## src/rtl/alu_pkg.sv

```systemverilog
// Shared constants for the ALU sharing logic: default datapath width,
// FSM state encoding and requester IDs.
package alu_pkg;

    localparam int ALU_WIDTH = 8;

    localparam logic [1:0] ST_IDLE = 2'd0;
    localparam logic [1:0] ST_EXEC = 2'd1;
    localparam logic [1:0] ST_RESP = 2'd2;

    localparam logic ID_REQ0 = 1'b0;
    localparam logic ID_REQ1 = 1'b1;

    typedef enum logic [1:0] {
        IDLE = ST_IDLE,
        EXEC = ST_EXEC,
        RESP = ST_RESP
    } arb_state_e;

endpackage

```

## src/rtl/rr_arbiter2.sv

```systemverilog
// Two-way combinational round-robin grant. On contention the requester
// that did not win last time gets the grant; at most one grant is high.
module rr_arbiter2
    import alu_pkg::*;
(
    input  logic valid0_i,
    input  logic valid1_i,
    input  logic last_grant_i,
    input  logic enable_i,
    output logic grant0_o,
    output logic grant1_o,
    output logic grant_id_o
);

    logic pick;

    always_comb begin
        pick       = ID_REQ0;
        grant0_o   = 1'b0;
        grant1_o   = 1'b0;
        grant_id_o = ID_REQ0;
        if (enable_i) begin
            if (valid0_i && valid1_i) begin
                pick = ~last_grant_i;
            end else if (valid1_i) begin
                pick = ID_REQ1;
            end
            grant0_o   = valid0_i && (pick == ID_REQ0);
            grant1_o   = valid1_i && (pick == ID_REQ1);
            grant_id_o = pick;
        end
    end

endmodule

```

## src/rtl/alu_share_arbiter.sv

```systemverilog
// Time-shares one external adder between two requesters: round-robin accept,
// one EXEC cycle on registered operands, then a held valid/ready response.
module alu_share_arbiter
    import alu_pkg::*;
#(
    parameter int WIDTH = ALU_WIDTH
) (
    input  logic             clk,
    input  logic             reset_n,
    input  logic             req0_valid,
    output logic             req0_ready,
    input  logic [WIDTH-1:0] req0_a,
    input  logic [WIDTH-1:0] req0_b,
    input  logic             req1_valid,
    output logic             req1_ready,
    input  logic [WIDTH-1:0] req1_a,
    input  logic [WIDTH-1:0] req1_b,
    output logic [WIDTH-1:0] alu_a,
    output logic [WIDTH-1:0] alu_b,
    input  logic [WIDTH-1:0] alu_sum,
    output logic             rsp_valid,
    input  logic             rsp_ready,
    output logic [WIDTH-1:0] rsp_data,
    output logic             rsp_id,
    output logic             busy
);

    arb_state_e       state_q, state_d;
    logic             last_grant_q, last_grant_d;
    logic             cur_id_q, cur_id_d;
    logic [WIDTH-1:0] op_a_q, op_a_d;
    logic [WIDTH-1:0] op_b_q, op_b_d;
    logic             rsp_valid_q, rsp_valid_d;
    logic [WIDTH-1:0] rsp_data_q, rsp_data_d;
    logic             rsp_id_q, rsp_id_d;

    logic gnt0, gnt1, gnt_id;

    rr_arbiter2 u_rr (
        .valid0_i     (req0_valid),
        .valid1_i     (req1_valid),
        .last_grant_i (last_grant_q),
        .enable_i     (state_q == IDLE),
        .grant0_o     (gnt0),
        .grant1_o     (gnt1),
        .grant_id_o   (gnt_id)
    );

    always_comb begin
        state_d      = state_q;
        last_grant_d = last_grant_q;
        cur_id_d     = cur_id_q;
        op_a_d       = op_a_q;
        op_b_d       = op_b_q;
        rsp_valid_d  = rsp_valid_q;
        rsp_data_d   = rsp_data_q;
        rsp_id_d     = rsp_id_q;
        case (state_q)
            IDLE: begin
                if (gnt0 || gnt1) begin
                    op_a_d       = (gnt_id == ID_REQ1) ? req1_a : req0_a;
                    op_b_d       = (gnt_id == ID_REQ1) ? req1_b : req0_b;
                    cur_id_d     = gnt_id;
                    last_grant_d = gnt_id;
                    state_d      = EXEC;
                end
            end
            EXEC: begin
                // alu_sum reflects the operand registers driven all this cycle
                rsp_data_d  = alu_sum;
                rsp_id_d    = cur_id_q;
                rsp_valid_d = 1'b1;
                state_d     = RESP;
            end
            RESP: begin
                if (rsp_valid_q && rsp_ready) begin
                    rsp_valid_d = 1'b0;
                    state_d     = IDLE;
                end
            end
            default: begin
                state_d     = IDLE;
                rsp_valid_d = 1'b0;
            end
        endcase
    end

    // Last grant resets to requester 1 so requester 0 wins the first contention.
    always_ff @(posedge clk or negedge reset_n) begin
        if (!reset_n) begin
            state_q      <= IDLE;
            last_grant_q <= ID_REQ1;
            cur_id_q     <= ID_REQ0;
            op_a_q       <= '0;
            op_b_q       <= '0;
            rsp_valid_q  <= 1'b0;
            rsp_data_q   <= '0;
            rsp_id_q     <= ID_REQ0;
        end else begin
            state_q      <= state_d;
            last_grant_q <= last_grant_d;
            cur_id_q     <= cur_id_d;
            op_a_q       <= op_a_d;
            op_b_q       <= op_b_d;
            rsp_valid_q  <= rsp_valid_d;
            rsp_data_q   <= rsp_data_d;
            rsp_id_q     <= rsp_id_d;
        end
    end

    assign req0_ready = gnt0;
    assign req1_ready = gnt1;
    assign alu_a      = op_a_q;
    assign alu_b      = op_b_q;
    assign rsp_valid  = rsp_valid_q;
    assign rsp_data   = rsp_data_q;
    assign rsp_id     = rsp_id_q;
    assign busy       = (state_q != IDLE);

endmodule

```

## config.mk

```make
export PLATFORM = sky130hd
export DESIGN_NAME = alu_share_arbiter
export DESIGN_NICKNAME = d
export VERILOG_FILES = /design/src/rtl/alu_pkg.sv /design/src/rtl/rr_arbiter2.sv /design/src/rtl/alu_share_arbiter.sv
export SDC_FILE = /design/constraint.sdc
export NUM_CORES = 1
export LEC_CHECK = 0
export CAP_MARGIN = 20
export CORE_MARGIN = 2
export CORE_UTILIZATION = 35
export CTS_CLUSTER_DIAMETER = 50
export DETAILED_ROUTE_END_ITERATION = 8
export PLACE_DENSITY = 0.75
export SYNTH_ARGS = -nofsm -noshare
export SYNTH_HDL_FRONTEND = slang
export SYNTH_SLANG_ARGS = --single-unit
```

## constraint.sdc

```tcl
create_clock -name clk -period 1.4 [get_ports clk]
set_input_delay 0.28 -clock clk [delete_from_list [all_inputs] [get_ports clk]]
set_output_delay 0.28 -clock clk [all_outputs]
set_load 0.01 [all_outputs]
```

==> flow_metrics.tcl, run 1 <==
set metrics [dict create \
    grt_antenna_before_repair 0 \
    via_per_inst 4.68 \
    ys_types 18 \
    worst-path-buf-inv 2 \
    grt_pass1_wl_mm 5.99 \
    post-route-period-util 1.20 \
    slowest_stage "dfrtp_1" \
    grt.total_usage 0.187 \
    peakVddDrop_mv 1.20 \
    root_buffer "clkbuf_8" \
    seq_area_frac_synth 0.533 \
    insertion_delay_ns 0.28 \
    worstRegToRegCells 5 \
    drc 0 \
    syn_avg_cell_area_um2 14.8 \
    setup_viol 19 \
    drt-initial-drc-count 26 \
    drt_pass1_iterations 4 \
    post-route-min-period_ns 1.68 \
    layout-drive-gt1-share 0.397 \
    synth_nets 140 \
    clk_path_buf_depth 2 \
    worst_slew_pin_slew_ns 0.313 \
    place_inst 224 \
    async_reset_ff_frac 1.00 \
    cts.sinks 30 \
    path_clk_slew_ns 0.07 \
    cts_tree "yes" \
    power.total_mw 5.39 \
    initial_core_util 0.358 \
    finalMaxSlewViolations 0 \
    finalHoldViolCount 0 \
    r2r-start "state_q[0]" \
    cp.required_ns 1.57 \
    fin_nets 233 \
    design_area_um2 2510 \
    power_density_nw_per_um2 2150 \
    synth_seq_cells 30 \
    maxCapViolCount 0 \
    numCtsBuffers 5 \
    worst_slack_ns -0.276 \
    cp.depth 5 \
    drt-total-wl_mm 3.88 \
    max_slew_margin 0.791 \
    overflow 0 \
    syn2layout_area_growth_pct 77.7 \
    dp_hpwl_mm 2.72 \
    io_pins 74 \
    cp_max_fo 8 \
    r2r_slack_ns -0.28 \
    final.setup.tns_ns -4.61 \
    rows 23 \
    grt_pass1_vias 1279 \
    grt_max_degree 31 \
    yosys-top-cells-count "dfrtp_1, mux2_2, mux2_4" \
    synth_top_flop_cell "dfrtp_1" \
    rsz0062_at_grt "true" \
    critical_path_class "reg -> reg" \
    syn_inst 95 \
    status "complete, but fails checks" \
    synth_area_leader_cell "dfrtp_1" \
    critical_path.max_stage_delay_ns 0.40 \
    clock_skew_ns 0.00976 \
    synth_edf_count 0 \
    htree_levels 2 \
    antenna_cells 0 \
    drt.antenna.violating_nets 0 \
    cp-start-kind "flip-flop" \
    vias 1119 \
    gp_congestion 0.754 \
    core_um2 3940 \
    cp_top_family "multiplexers" \
    synth_area_um2 1410 \
    fmax_mhz 597 \
    final_cells 239 \
    place_area_um2 2270 \
    dieArea_um2 4550 \
    failed_checks "setup timing" \
    timing.rr.end "alu_a[2]" \
    yosysMostFrequentCell "dfrtp_1" \
    path_cells "buf_6, nor3b_4, buf_6, mux2_4, mux2_4" \
    yosysWarnings 0 \
    chipWidth_um 67.5 \
    finish.utilization 0.636 \
    power_leakage_nw 1.20 \
    hold_class "in -> async" \
    end_kind "flip-flop" \
    crit_arrival_ns 1.84 \
    netlist_top_cells_area "dfrtp_1, mux2_2, mux2_4" \
    avgRoutedWirePerCell_um 16.2 \
    io_buffer_count 73 \
    die_h_um 67.5 \
    synth_top_area_share 0.515 \
]
-- worst reg2reg max path, delay by kind of cell, from the launching register on --
kind	cells	cell delay (ns)
DFF	1	0.40
and+or+nand+nor	1	0.24
muxes	2	0.59
buffers and inverters	2	0.34
-- state kept, by name (all words and copies together) (netlist names) --
| register | cells |
|---|---|
| alu_a | 8 |
| alu_b | 8 |
| cur_id_q | 1 |
| last_grant_q | 1 |
| rsp_data | 8 |
| rsp_id | 1 |
| rsp_valid | 1 |
| state_q | 2 |
-- layout by cell type (no fill, tap or decap), types with 2 or more instances in the layout --
| cell type | netlist | routed |
|---|---|---|
| buf_6 | 1 | 11 |
| buf_2 | 3 | 2 |
| mux2_4 | 16 | 35 |
| dfrtp_1 | 29 | 28 |
| clkbuf_8 | 0 | 6 |
| mux2_2 | 25 | 6 |
| clkbuf_1 | 0 | 2 |
| buf_4 | 0 | 7 |
| nand2_1 | 4 | 4 |
| inv_1 | 4 | 3 |
| clkdlybuf4s50_1 | 0 | 43 |
| o21ai_0 | 3 | 3 |
| dlygate4sd2_1 | 0 | 27 |
-- logic make-up after synthesis --
kind of cell,Yosys count,share of synthesized area
mux,41,0.370
simple gates,9,0.0319
compound gates,6,0.0248
buf+inv,9,0.0399
flops,30,0.533
-- metrics by stage --
step,setup slack (ns),hold WS [ns]
3_3_place_gp,-0.529,0.489
2_1_floorplan,-0.147,-0.0156
3_5_place_dp,-0.558,0.488
4_1_cts,-0.271,0.359
5_1_grt,-0.333,0.367
6_report,-0.276,0.357
-- per-layer routing --
layer / global-route usage / vias up / part of all wire
li1: - / 516 / -
met1: 0.193 / 539 / 0.37
met2: 0.338 / 53 / 0.54
met3: 0.0500 / 11 / 0.062
met4: 0.105 / 0 / 0.029
met5: 0 / - / 0
-- layout make-up --
class                   instances  area (um^2)
fillers                       305         1440
clock buffers                   8         90.1
flip-flops and latches         30          753
well taps                      50         62.6
multi-input cells              56          712
inverters                       4         15.0
repair buffers                 91          873
-- worst max path at each step --
stage                    end  slack, ns       start
floorplan           alu_a[0]      -0.15  state_q[1]
global placement    alu_a[2]      -0.53  req0_valid
detailed placement  alu_a[2]      -0.56  req0_valid
CTS                 alu_a[2]      -0.27  state_q[0]
global route        alu_a[1]      -0.33  state_q[0]
finish              alu_a[2]      -0.28  state_q[0]
-- power by group --
group | leakage [nW] | switching, mW | internal (mW)
Combinational | 0.809 | 1.11 | 1.97
Clock | 0.0455 | 0.315 | 0.400
Sequential | 0.350 | 0.259 | 1.34
Total | 1.20 | 1.69 | 3.71
-- what timing repair did --
| action | in CTS | in global routing |
|---|---|---|
| setup endpoints to repair | 45 | 30 |
| pin swaps | 1 | 1 |
| gates cloned | 1 | 1 |
| buffers inserted | 3 | 3 |
| endpoints found under the hold margin | 0 | 0 |
| hold buffers | 0 | 0 |
| resized for setup | 59 | 22 |
Power figures use the tool's default switching activity.
==> run 2: changes to the inputs <==
--- a/config.mk
+++ b/config.mk
@@ -5,12 +5,10 @@
 export SDC_FILE = /design/constraint.sdc
 export NUM_CORES = 1
 export LEC_CHECK = 0
-export CAP_MARGIN = 20
-export CORE_MARGIN = 2
 export CORE_UTILIZATION = 35
 export CTS_CLUSTER_DIAMETER = 50
 export DETAILED_ROUTE_END_ITERATION = 8
-export PLACE_DENSITY = 0.75
+export PLACE_DENSITY_LB_ADDON = 0.3
 export SYNTH_ARGS = -nofsm -noshare
 export SYNTH_HDL_FRONTEND = slang
 export SYNTH_SLANG_ARGS = --single-unit
==> flow_metrics.tcl, run 2 (synthesized netlist as in run 1, its figures left out) <==
set metrics [dict create \
    status "complete, but fails checks" \
    failed_checks "setup timing" \
    final.setup.tns_ns -4.67 \
    finish.utilization 0.670 \
    clk_path_buf_depth 2 \
    power_density_nw_per_um2 2130 \
    finalMaxSlewViolations 0 \
    io_buffer_count 73 \
    grt_pass1_wl_mm 5.83 \
    syn2layout_area_growth_pct 79.1 \
    dieArea_um2 4290 \
    critical_path.max_stage_delay_ns 0.40 \
    drt_pass1_iterations 3 \
    place_area_um2 2270 \
    post-route-min-period_ns 1.70 \
    final_common_cell "clkdlybuf4s50_1" \
    cts_tree "yes" \
    antenna_cells 0 \
    end_kind "flip-flop" \
    maxCapViolCount 0 \
    place_inst 221 \
    worstRegToRegCells 6 \
    layout-drive-gt1-share 0.389 \
    cp-start-kind "flip-flop" \
    postCtsHoldBufs 0 \
    grt_antenna_before_repair 0 \
    worst_slack_ns -0.299 \
    grt_max_degree 31 \
    drt-total-wl_mm 3.75 \
    cp_max_fo 5 \
    via_per_inst 4.70 \
    setup_viol 19 \
    chipWidth_um 65.5 \
    rows 22 \
    multi_input_area_um2 713 \
    design_area_um2 2530 \
    htree_levels 2 \
    overflow 0 \
    insertion_delay_ns 0.28 \
    slowest_stage "dfrtp_1" \
    vias 1119 \
    clock_skew_ns 0.00612 \
    startpoint "state_q[1]" \
    grt.total_usage 0.186 \
    worst_slew_pin_slew_ns 0.346 \
    power_leakage_nw 1.23 \
    drc 0 \
    final_cells 238 \
    post-route-period-util 1.21 \
    hold_class "in -> async" \
    fill_cells 277 \
    drt.antenna.violating_nets 0 \
    path_cells "buf_6, nor3b_4, buf_6, buf_12, mux2_4, mux2_4" \
    root_buffer "clkbuf_8" \
    r2r-start "state_q[1]" \
    finalHoldViolCount 0 \
    crit_end "alu_b[4]" \
    rsz0062_at_grt "true" \
    gp_congestion 0.667 \
    core_um2 3770 \
    io_pins 74 \
    grt_pass1_vias 1271 \
    numCtsBuffers 5 \
    initial_core_util 0.374 \
    critical_path_class "reg -> reg" \
    dp_hpwl_mm 2.35 \
    cp.required_ns 1.57 \
    fin_nets 234 \
    timing.rr.end "alu_b[4]" \
    avgRoutedWirePerCell_um 15.8 \
    drt-initial-drc-count 32 \
    die_h_um 65.5 \
    crit_arrival_ns 1.87 \
    cts.sinks 30 \
    fmax_mhz 589 \
    final_cell_mix "clkdlybuf4s50_1, mux2_4, dfrtp_1" \
    peakVddDrop_mv 1.24 \
    max_slew_margin 0.769 \
    path_clk_slew_ns 0.06 \
    layout.area.seq_um2 752 \
    r2r_slack_ns -0.30 \
]
## run 2: critical path: cells and delay by family, from the launching register on
| kind | cells | cell delay [ns] |
|---|---|---|
| and+or+nand+nor | 1 | 0.22 |
| muxes | 2 | 0.56 |
| buffers and inverters | 3 | 0.41 |
| DFF | 1 | 0.40 |
## run 2: how the worst min path moves through the flow
| stage | endpoint | slack (ns) | cells past startpoint |
|---|---|---|---|
| floorplan | alu_a[0] | -0.02 | 0 |
| CTS | rsp_data[3] | 0.37 | 2 |
| global placement | rsp_data[3] | 0.49 | 1 |
| global route | rsp_data[3] | 0.37 | 2 |
| finish | rsp_data[3] | 0.37 | 2 |
| detailed placement | rsp_data[4] | 0.50 | 1 |
## run 2: stage by stage
stage / worst slack [ns] / hold slack [ns] / power [mW]
after floorplan: -0.147 / -0.0156 / 3.04
after global placement: -0.522 / 0.490 / 4.28
after detailed placement: -0.566 / 0.499 / 4.39
after CTS: -0.284 / 0.368 / 5.27
after global routing: -0.335 / 0.368 / 5.69
final: -0.299 / 0.366 / 5.38
## run 2: what timing repair did
action                                  in CTS  in global routing
hold endpoints to repair                     0                  0
cloned                                       2                  1
endpoints found under the setup margin      45                 29
resized for setup                           60                 17
pin swaps                                    2                  1
buffers inserted                             7                  2
## run 2: metal layers
layer | track usage | share of wire | up-vias
li1 | - | - | 516
met1 | 0.196 | 0.42 | 552
met2 | 0.347 | 0.51 | 45
met3 | 0.0660 | 0.061 | 6
met4 | 0.0489 | 0.011 | 0
met5 | 0 | 0 | -
## run 2: cell type report
cell class	instances	area share
Clock buffer	8	0.0317
Inverter	4	0.00594
Multi-Input combinational cell	56	0.282
Sequential cell	30	0.298
Tap cell	48	0.0238
Timing Repair Buffer	92	0.359
## run 2: power breakdown
group / internal (mW) / leakage [nW] / switching, mW
sequential: 1.33 / 0.351 / 0.240
clock: 0.352 / 0.0395 / 0.300
combinational: 2.02 / 0.840 / 1.13
total: 3.71 / 1.23 / 1.67
